File: src/rtl/wokwi_pkg.sv
`default_nettype none
// ============================================================================
// Module      : wokwi_pkg
// Description : Shared mode encodings, ui_in field positions and LFSR
//               defaults for the 8-bit pattern generator.
// Revision    : 1.0 - initial release
// ============================================================================
package wokwi_pkg;

    typedef enum logic [1:0] {
        MODE_LOAD = 2'b00,
        MODE_UP   = 2'b01,
        MODE_DOWN = 2'b10,
        MODE_LFSR = 2'b11
    } mode_e;

    localparam int EN_BIT   = 0;
    localparam int MODE_LSB = 1;
    localparam int MODE_MSB = 2;
    localparam int DATA_LSB = 3;
    localparam int DATA_MSB = 7;

    localparam logic [7:0] RESET_VALUE_DEFAULT = 8'h00;
    localparam logic [7:0] LFSR_TAPS_DEFAULT   = 8'hB8;
    localparam logic [7:0] LFSR_SEED_DEFAULT   = 8'h01;

endpackage
`default_nettype wire

File: src/rtl/wokwi_lfsr_step.sv
`default_nettype none
// ============================================================================
// Module      : wokwi_lfsr_step
// Description : One right-shift Galois LFSR step with zero-state reseed.
// Revision    : 1.0 - initial release
// ============================================================================
module wokwi_lfsr_step
    import wokwi_pkg::*;
#(
    parameter logic [7:0] LFSR_TAPS = LFSR_TAPS_DEFAULT,
    parameter logic [7:0] LFSR_SEED = LFSR_SEED_DEFAULT
) (
    input  logic [7:0] i_state,
    output logic [7:0] o_next
);

    // All-zero is a lock-up state for a Galois LFSR, so escape it via the seed
    always_comb begin
        o_next = (i_state >> 1) ^ (i_state[0] ? LFSR_TAPS : 8'h00);
        if (i_state == 8'h00) begin
            o_next = LFSR_SEED;
        end
    end

endmodule
`default_nettype wire

File: src/rtl/wokwi_395055359324730369.sv
`default_nettype none
// ============================================================================
// Module      : wokwi_395055359324730369
// Description : 8-bit programmable pattern generator (load/up/down/LFSR).
// Revision    : 1.0 - initial release
// ============================================================================
module wokwi_395055359324730369
    import wokwi_pkg::*;
#(
    parameter logic [7:0] RESET_VALUE = RESET_VALUE_DEFAULT,
    parameter logic [7:0] LFSR_TAPS   = LFSR_TAPS_DEFAULT,
    parameter logic [7:0] LFSR_SEED   = LFSR_SEED_DEFAULT
) (
    input  logic       clk,
    input  logic       rst,
    input  logic [7:0] ui_in,
    output logic [7:0] uo_out
);

    logic [7:0] r_state;
    logic [7:0] w_next;
    logic [7:0] w_lfsr_next;
    logic       w_en;
    mode_e      w_mode;
    logic [4:0] w_data;

    assign w_en   = ui_in[EN_BIT];
    assign w_mode = mode_e'(ui_in[MODE_MSB:MODE_LSB]);
    assign w_data = ui_in[DATA_MSB:DATA_LSB];

    wokwi_lfsr_step #(
        .LFSR_TAPS (LFSR_TAPS),
        .LFSR_SEED (LFSR_SEED)
    ) u_lfsr_step (
        .i_state (r_state),
        .o_next  (w_lfsr_next)
    );

    always_comb begin
        w_next = r_state;
        if (w_en) begin
            case (w_mode)
                MODE_LOAD: w_next = {3'b000, w_data};
                MODE_UP:   w_next = r_state + 8'd1;
                MODE_DOWN: w_next = r_state - 8'd1;
                MODE_LFSR: w_next = w_lfsr_next;
                default:   w_next = r_state;
            endcase
        end
    end

    always_ff @(posedge clk or posedge rst) begin
        if (rst) begin
            r_state <= RESET_VALUE;
        end else begin
            r_state <= w_next;
        end
    end

    assign uo_out = r_state;

endmodule
`default_nettype wire

File: config.mk
export PLATFORM = sky130hd
export DESIGN_NAME = wokwi_395055359324730369
export DESIGN_NICKNAME = d
export VERILOG_FILES = /design/src/rtl/wokwi_pkg.sv /design/src/rtl/wokwi_lfsr_step.sv /design/src/rtl/wokwi_395055359324730369.sv
export SDC_FILE = /design/constraint.sdc
export NUM_CORES = 1
export LEC_CHECK = 0
export ABC_AREA = 1
export BUFFER_PORTS_ARGS = -buffer_cell sky130_fd_sc_hd__buf_2
export CAP_MARGIN = 20
export CELL_PAD_IN_SITES_DETAIL_PLACEMENT = 1
export CELL_PAD_IN_SITES_GLOBAL_PLACEMENT = 1
export CORE_ASPECT_RATIO = 0.7
export CORE_MARGIN = 1
export CORE_UTILIZATION = 37
export CTS_CLUSTER_SIZE = 28
export DETAILED_ROUTE_END_ITERATION = 8
export PLACE_DENSITY = 0.89
export SYNTH_ARGS = -nofsm -noshare
export SYNTH_HDL_FRONTEND = slang
export SYNTH_SLANG_ARGS = --single-unit
File: constraint.sdc
create_clock -name clk -period 1.97 [get_ports clk]
set_clock_uncertainty 0.05 [all_clocks]
set_input_delay 0.394 -clock clk [delete_from_list [all_inputs] [get_ports clk]]
set_output_delay 0.394 -clock clk [all_outputs]
set_load 0.005 [all_outputs]
==> impl_metrics.ini, run 1 <==
[sta]
finalHoldWorstSlack_ps = 54.19
max_freq_mhz = 540.9
setup_viol = 0
hold_viol = 0
worst_pin_slew_ps = 395.0
period_minus_slack_ps = 1849
finalMaxSlewViolations = 0
finalCritPeriodShare_pct = 93.84
relSlewSlack_pct = 73.57

[yosys]
synthCells = 158
ys_warn_count = 0
synth_nets = 174
ys_seq_area_share_pct = 20.83
yosys.cell_types.count = 26
synthesis.area_um2 = 960.9
synth-seq-cells = 8
synth_top_area_share_pct = 20.83
ys_top_cells_by_area = dfrtp_1 (21%), nand2_1 (21%), nand3_1 (8.3%)
synth_area_per_cell_um2 = 6.082
yosysTopAreaCell = dfrtp_1

[final_layout]
final_common_cell = nand2_1
n_antenna_cell = 0
area_delta_synth_final_pct = 26.69
largest_reg_flops = 8
fin_nets = 206
mostFrequentLayoutCells = nand2_1 (53), inv_1 (18), buf_2 (17)
fillers = 357
drive_gt1_share_pct = 32.98
stdcell_count = 222

[route]
wl_per_cell_um = 14.64
postRouteWirelength_um = 3249
drt.antenna.violating_nets = 0
firstDrtPassIters = 4
vias_per_cell = 5.171
drtIter0Drc = 53
vias = 1148
route.detailed.drc = 0

[global_route]
globalRoute.totalOverflow = 0
grt_pass1_vias = 1152
grt_max_degree = 10
antenna_found_initial = 0
grt_pass1_wl_um = 5299
grtUsageTotal_pct = 25.25

[floorplan]
row_count = 15
ios = 18
die_w_um = 62.91
start_util_pct = 39.08
die_area_um2 = 2808
die_h_um = 44.64
coreArea_um2 = 2459

[placed_design]
routabilityCongestion = 0.8391
dp.cells = 219
hpwl_um = 2519
portBuffers = 17

[critical_path]
worstPathRequired_ps = 2030
critPathBufInv = 3
critPathMaxFanout = 6
critPathSlowestCell = ha_4
end_kind = flop
startpoint_type = input pin
cp.arrival_ps = 1910
critPathMaxStageDelay_ps = 200
critPathMostFrequentCell = nand2_1
critPathKind = in2reg
critPathTopFamily = compound AO/OA/AOI/OAI gates
cp_cell_sequence = buf_2 > inv_1 > ha_4 > nand2_1 > inv_2 > nor2_4 > ha_1 > a21o_1 > a21oi_2 > nand2_1 > nand2_1 > nor2_1 > o21ai_1 > nand2_1

[clock_network]
cts_sinks = 8
postCtsSetupRepairBufs = 0
clk_pin_slew_ps = 40
cts.htree.levels = 1
postCtsHoldBufs = 0
clock_latency_ps = 230
cts_buffer_depth = 2
numCtsBuffers = 3
cts_root_buf = clkbuf_8
cts_tree = done

[power_and_ir_drop]
swShare_pct = 42.78
leakagePower_nw = 0.7038
ir_worst_vdd_mv = 0.4683
power_density_nw_per_um2 = 747.4
power.switching_w = 0.0003892
seq_power_share_pct = 28.0
intPower_w = 0.0005207
p_comb_share_pct = 50.3
clkPwrFrac_pct = 21.7

[worst_hold_path]
worstHoldPathType = in2async

[flow_run]
max_cap_viol_count = 0

[run_status]
status = completed
-- path summary, 6_finish.rpt --
path / start / endpoint / slack [ps] / cells past startpoint
max: ui_in[1] / uo_out[4] / 120 / 14
max in group asynchronous: rst / uo_out[7] / 1590 / 2
min in group clk: ui_in[0] / uo_out[3] / 390 / 2
min reg2reg: uo_out[6] / uo_out[6] / 550 / 2
min: rst / uo_out[2] / 50 / 2
max reg2reg: uo_out[1] / uo_out[4] / 210 / 11
-- power groups by stage --
stage / logic [W] / clock network, W / registers (W)
after floorplan: 0.000275 / 0 / 0.000243
after global placement: 0.000414 / 0 / 0.000252
after detailed placement: 0.000434 / 0 / 0.000257
after CTS: 0.000445 / 0.000195 / 0.000254
after global routing: 0.000512 / 0.000213 / 0.000260
final: 0.000458 / 0.000197 / 0.000255
-- routing by layer --
layer / vias to the layer above / track usage, % / part of all wire [%] / routed length, um
met1: 545 / 29.85 / 44 / 1425
met2: 39 / 46.67 / 50 / 1627
met5: - / 0 / 0 / 0
met3: 4 / 6.443 / 5.3 / 172
li1: 560 / - / - / -
met4: 0 / 5.581 / 0.74 / 24
-- through the flow --
| stage | instance area, um^2 | worst slack (ps) | power, W | utilization [%] | setup TNS, ps |
|---|---|---|---|---|---|
| after floorplan | 963.4 | 6.911 | 0.0005179 | - | 0 |
| after global placement | 1152 | -121.7 | 0.0006657 | 46.87 | -235.1 |
| after detailed placement | 1152 | -188.4 | 0.0006906 | 46.87 | -683.4 |
| after CTS | 1194 | 39.76 | 0.0008937 | 48.55 | 0 |
| after global routing | 1217 | -14.22 | 0.0009852 | 49.52 | -14.22 |
| final | 1217 | 121.3 | 0.0009099 | 49.52 | 0 |
-- cell families (layout without fill, tap and decap cells) --
logic type	Yosys count	count (layout)	synth area share, %
XOR/XNOR	1	1	0.9116
AO/OA/AOI/OAI	16	16	10.42
AND/OR/NAND/NOR	101	101	47.27
adder cells (fa/ha/maj)	6	6	7.812
buffers and inverters	26	56	12.76
flip-flops	8	8	20.83
-- synthesized netlist by cell type --
| cell | number |
|---|---|
| nor2_1 | 14 |
| xor2_1 | 1 |
| o21ai_1 | 2 |
| o21ai_0 | 3 |
| a31oi_1 | 1 |
| a21o_1 | 1 |
| nand2_1 | 53 |
| ha_1 | 6 |
| clkbuf_2 | 1 |
| inv_2 | 4 |
| o221ai_1 | 1 |
| o31ai_1 | 1 |
| nand3_1 | 16 |
| buf_6 | 1 |
| nor2_4 | 1 |
| nand2_2 | 11 |
| nand3b_1 | 1 |
| dfrtp_1 | 8 |
| o21ai_2 | 1 |
| inv_1 | 19 |
| o22ai_1 | 2 |
| nand3_2 | 1 |
| a31o_2 | 1 |
| nor2_2 | 4 |
| a21oi_1 | 3 |
| buf_12 | 1 |
-- layout make-up --
class | count | area [um^2] | area share (%)
tap | 34 | 42.54 | 3.494
multi-input combinational | 124 | 664.4 | 54.57
timing repair buffer | 30 | 182.7 | 15.01
clock buffer | 3 | 41.29 | 3.392
sequential | 8 | 200.2 | 16.44
inverter | 23 | 86.33 | 7.091
-- what timing repair did --
| action | in CTS | in global routing |
|---|---|---|
| hold endpoints to repair | 0 | 0 |
| gates resized for setup | 0 | 6 |
| endpoints found under the setup margin | 0 | 4 |
Power figures use the tool's default switching activity.
==> run 2, diff against run 1 <==
CTS_CLUSTER_DIAMETER = 100   (was unset)
SETUP_SLACK_MARGIN = 0.2   (was unset)
==> impl_metrics.ini, run 2 (synthesis results as in run 1) <==
[sta]
setup_ws_ps = 202.3
relSlewSlack_pct = 74.07
worst_pin_slew_ps = 387.5
finalCritPeriodShare_pct = 89.73
setup_viol = 0
period_minus_slack_ps = 1768
hold_viol = 0
max_freq_mhz = 565.7
finalHoldWorstSlack_ps = 61.57
finalMaxSlewViolations = 0
rsz0062_at_grt = yes

[global_route]
globalRoute.totalOverflow = 0
grt_pass1_wl_um = 5347
grt_max_degree = 10
antenna_found_initial = 0
grt_pass1_vias = 1134
grtUsageTotal_pct = 24.87

[power_and_ir_drop]
p_comb_share_pct = 50.4
ir_worst_vdd_mv = 0.4439
clkPwrFrac_pct = 21.3
power.switching_w = 0.0003904
swShare_pct = 43.20
seq_power_share_pct = 28.4
intPower_w = 0.0005132
power_density_nw_per_um2 = 720.0
leakagePower_nw = 0.6984
p_total_w = 0.0009036

[final_layout]
final_common_cell = nand2_1
drive_gt1_share_pct = 35.29
fillers = 349
fin_area_um2 = 1255
utilization_pct = 51.04
mostFrequentLayoutCells = nand2_1 (52), inv_1 (17), nand3_1 (15), buf_2 (15), buf_4 (13)
n_antenna_cell = 0
area_delta_synth_final_pct = 30.60
fin_nets = 205
largest_reg_flops = 8

[run_status]
status = completed

[critical_path]
cp_num_cells = 14
critPathSlowestCell = a21o_1
r2r_start = uo_out[1]
cp_cell_sequence = buf_8 > inv_6 > ha_4 > nand2_2 > inv_2 > nor2_4 > ha_4 > a21o_1 > a21oi_2 > nand2_1 > nand2_1 > nor2_1 > o21ai_1 > nand2_1
r2r_end = uo_out[4]
cp.arrival_ps = 1830
reg2reg_slack_ps = 230
critPathMaxFanout = 7
startpoint_type = input pin
crit_end = uo_out[4]
critPathKind = in2reg
critPathBufInv = 3
critPathTopFamily = compound AO/OA/AOI/OAI gates
critPathMaxStageDelay_ps = 200
crit_start = ui_in[1]
worstPathRequired_ps = 2030
end_kind = flop
critPathMostFrequentCell = nand2_1
worstRegToRegCells = 10

[floorplan]
start_util_pct = 39.08
row_count = 15
ios = 18
coreArea_um2 = 2459
die_h_um = 44.64
die_area_um2 = 2808
die_w_um = 62.91

[clock_network]
numCtsBuffers = 3
cts_sinks = 8
cts_root_buf = clkbuf_8
cts_tree = done
cts.htree.levels = 1
cts_buffer_depth = 2
clk_pin_slew_ps = 40
clock_latency_ps = 220

[route]
route.detailed.drc = 0
wl_per_cell_um = 14.85
vias_per_cell = 5.081
firstDrtPassIters = 4
drtIter0Drc = 27
vias = 1123
postRouteWirelength_um = 3282
drt.antenna.violating_nets = 0

[placed_design]
routabilityCongestion = 0.9037
portBuffers = 17
hpwl_um = 2356
dp_slack_ps = -90.47
placed_area_um2 = 1089

[worst_hold_path]
worstHoldPathType = in2async

[flow_run]
max_cap_viol_count = 0
==> run 2: per-stage QoR <==
step           TNS [ps]  cells
2_1_floorplan         0    158
3_3_place_gp          0    208
3_5_place_dp     -152.9    208
4_1_cts               0    216
5_1_grt               0    221
6_report              0    221
==> run 2: final cells by class <==
class / count / area, um^2 / share of cell area (%)
inverters: 23 / 95.09 / 7.577
flip-flops and latches: 8 / 201.4 / 16.05
well taps: 34 / 42.54 / 3.390
repair buffers: 29 / 187.7 / 14.96
clock buffers: 3 / 41.29 / 3.290
multi-input cells: 124 / 686.9 / 54.74
==> run 2: how the worst min path moves through the flow <==
stage,end,cells after the start
after floorplan,uo_out[0],1
after global placement,uo_out[1],2
after detailed placement,uo_out[2],2
after CTS,uo_out[5],2
after global routing,uo_out[4],2
final,uo_out[7],2
==> run 2: layer usage <==
metal  GRT usage [%]  part of all wire [%]  up-vias
met3           7.474                   5.1        2
li1                -                     -      556
met5               0                     0        -
met4           3.256                  0.43        0
met1           29.43                    44      533
met2           46.02                    50       32
==> run 2: power by group through the flow <==
stage,logic (W),registers (W),clock network (W)
4_1_cts,0.000425,0.000255,0.000198
5_1_grt,0.000506,0.000263,0.000206
2_1_floorplan,0.000279,0.000244,0
3_5_place_dp,0.000394,0.000255,0
6_report,0.000455,0.000256,0.000192
3_3_place_gp,0.000373,0.000252,0
==> run 2: timing repair <==
action,in CTS,in global routing
setup endpoints to repair,2,3
hold buffers,0,0
pin swaps,7,9
resized for setup,7,8
buffers inserted,5,5
==> run 2: worst register-to-register path, cell delays in order (launching register included) <==
cell and delay [ps]:
dfrtp_2 460, nor2_2 190, nor2_4 60, ha_4 150, a21o_1 200, a21oi_2 160, nand2_1 80, nand2_1 70
nor2_1 50, o21ai_1 110, nand2_1 60
==> run 3, diff against run 2 <==
PLACE_DENSITY = 0.75   (was 0.89)
==> impl_metrics.ini, run 3 (synthesis results as in run 1) <==
[run_status]
status = completed

[power_and_ir_drop]
p_total_w = 0.0009052
power_density_nw_per_um2 = 729.3
ir_worst_vdd_mv = 0.4416
leakagePower_nw = 0.6878

[final_layout]
drive_gt1_share_pct = 35.33
multi_input_area_um2 = 699.4
mostFrequentLayoutCells = nand2_1 (52), inv_1 (17), buf_2 (15)
final_common_cell = nand2_1
largest_reg_flops = 8
fin_nets = 202
stdcell_count = 218
area_delta_synth_final_pct = 29.17
n_antenna_cell = 0
fillers = 351
register_area_um2 = 201.4

[critical_path]
worstPathRequired_ps = 2030
end_kind = flop
critPathKind = in2reg
cp.arrival_ps = 1780
reg2reg_slack_ps = 270
startpoint_type = input pin
critPathMaxFanout = 8
r2r_start = uo_out[1]
crit_start = ui_in[1]

[floorplan]
die_area_um2 = 2808
ios = 18
start_util_pct = 39.08
die_h_um = 44.64
coreArea_um2 = 2459
die_w_um = 62.91
row_count = 15

[global_route]
grt_max_degree = 10
grt_pass1_wl_um = 4995
grtUsageTotal_pct = 23.10
globalRoute.totalOverflow = 0
grt_pass1_vias = 1119
antenna_found_initial = 0

[clock_network]
cts_root_buf = clkbuf_8
clk_pin_slew_ps = 40
cts_tree = done
cts_sinks = 8
cts_buffer_depth = 2
cts.htree.levels = 1
numCtsBuffers = 3
clock_latency_ps = 230

[sta]
finalMaxSlewViolations = 0
max_freq_mhz = 581.3
fin_setup_tns_ps = 0
worst_pin_slew_ps = 455.0
setup_viol = 0
hold_viol = 0
finalCritPeriodShare_pct = 87.32
period_minus_slack_ps = 1720
relSlewSlack_pct = 69.56
rsz0062_at_grt = yes

[placed_design]
hpwl_um = 2385
portBuffers = 17
dp.cells = 208
routabilityCongestion = 0.8578

[flow_run]
max_cap_viol_count = 0

[route]
m1WireLength_um = 1443
route.detailed.drc = 0
vias = 1128
dr_wl_met3_um = 85
postRouteWirelength_um = 3120
drtIter0Drc = 52
wl_per_cell_um = 14.31
firstDrtPassIters = 4
routed-wl-met2_um = 1551
top_layer = met4
vias_per_cell = 5.174
drt.antenna.violating_nets = 0

[worst_hold_path]
worstHoldPathType = in2async
## run 3: cell types whose count changed in the layout (fill, tap and decap cells not counted)
cell / change
buf_4: -3
clkinvlp_4: -1
ha_1: -1
ha_4: +1
inv_2: +1
nand3_1: -1
nand3_2: +1
nor2_2: +1
nor2_4: -1
## run 3: layout make-up
class                           instances  share of cell area [%]
Inverter                               23                   7.359
Tap cell                               34                   3.427
Timing Repair Buffer                   26                   13.31
Sequential cell                         8                   16.23
Multi-Input combinational cell        124                   56.35
Clock buffer                            3                   3.327
## run 3: repair_timing
action	4_1_cts	5_1_grt
gates resized for setup	7	9
hold buffers	0	0
pin swaps	9	9
setup buffers	2	5
endpoints found under the setup margin	2	4
endpoints found under the hold margin	0	0
## run 3: through the flow
step                      instance area [um^2]  util, %  hold WS (ps)  setup WS (ps)
after floorplan                          982.2        -         159.7          166.2
after global placement                    1089    44.27         304.7          2.237
after detailed placement                  1089    44.27         312.0         -56.65
after CTS                                 1166    47.43         72.63          205.1
after global routing                      1241    50.48         92.85          166.3
final                                     1241    50.48         69.97          249.8
## run 3: path summary, 6_finish.rpt
check	endpoint	cells past startpoint
max	uo_out[4]	14
min	uo_out[0]	2
max reg2reg	uo_out[4]	10
min reg2reg	uo_out[7]	2
max in group asynchronous	uo_out[1]	2
min in group clk	uo_out[3]	2
## run 3: layer usage
layer | vias to the layer above | track usage [%]
met3 | 6 | 6.959
met2 | 18 | 40.43
met4 | 0 | 7.907
met5 | - | 0
li1 | 551 | -
met1 | 553 | 27.34
## run 3: report_power, final
group / internal, W / leakage [nW] / switching [W] / total, W
sequential: 0.000196 / 0.0984 / 0.0000618 / 0.000258
clock: 0.000132 / 0.0216 / 0.0000644 / 0.000197
combinational: 0.000186 / 0.568 / 0.000265 / 0.000450
## run 3: worst max-delay path: stages
cell	delay (ps)
buf_8	100
inv_6	50
ha_4	200
nand2_2	70
inv_2	80
nor2_4	50
ha_4	150
a21o_1	190
a21oi_2	160
nand2_1	60
nand2_1	70
nor2_2	40
o21ai_1	110
nand2_1	60
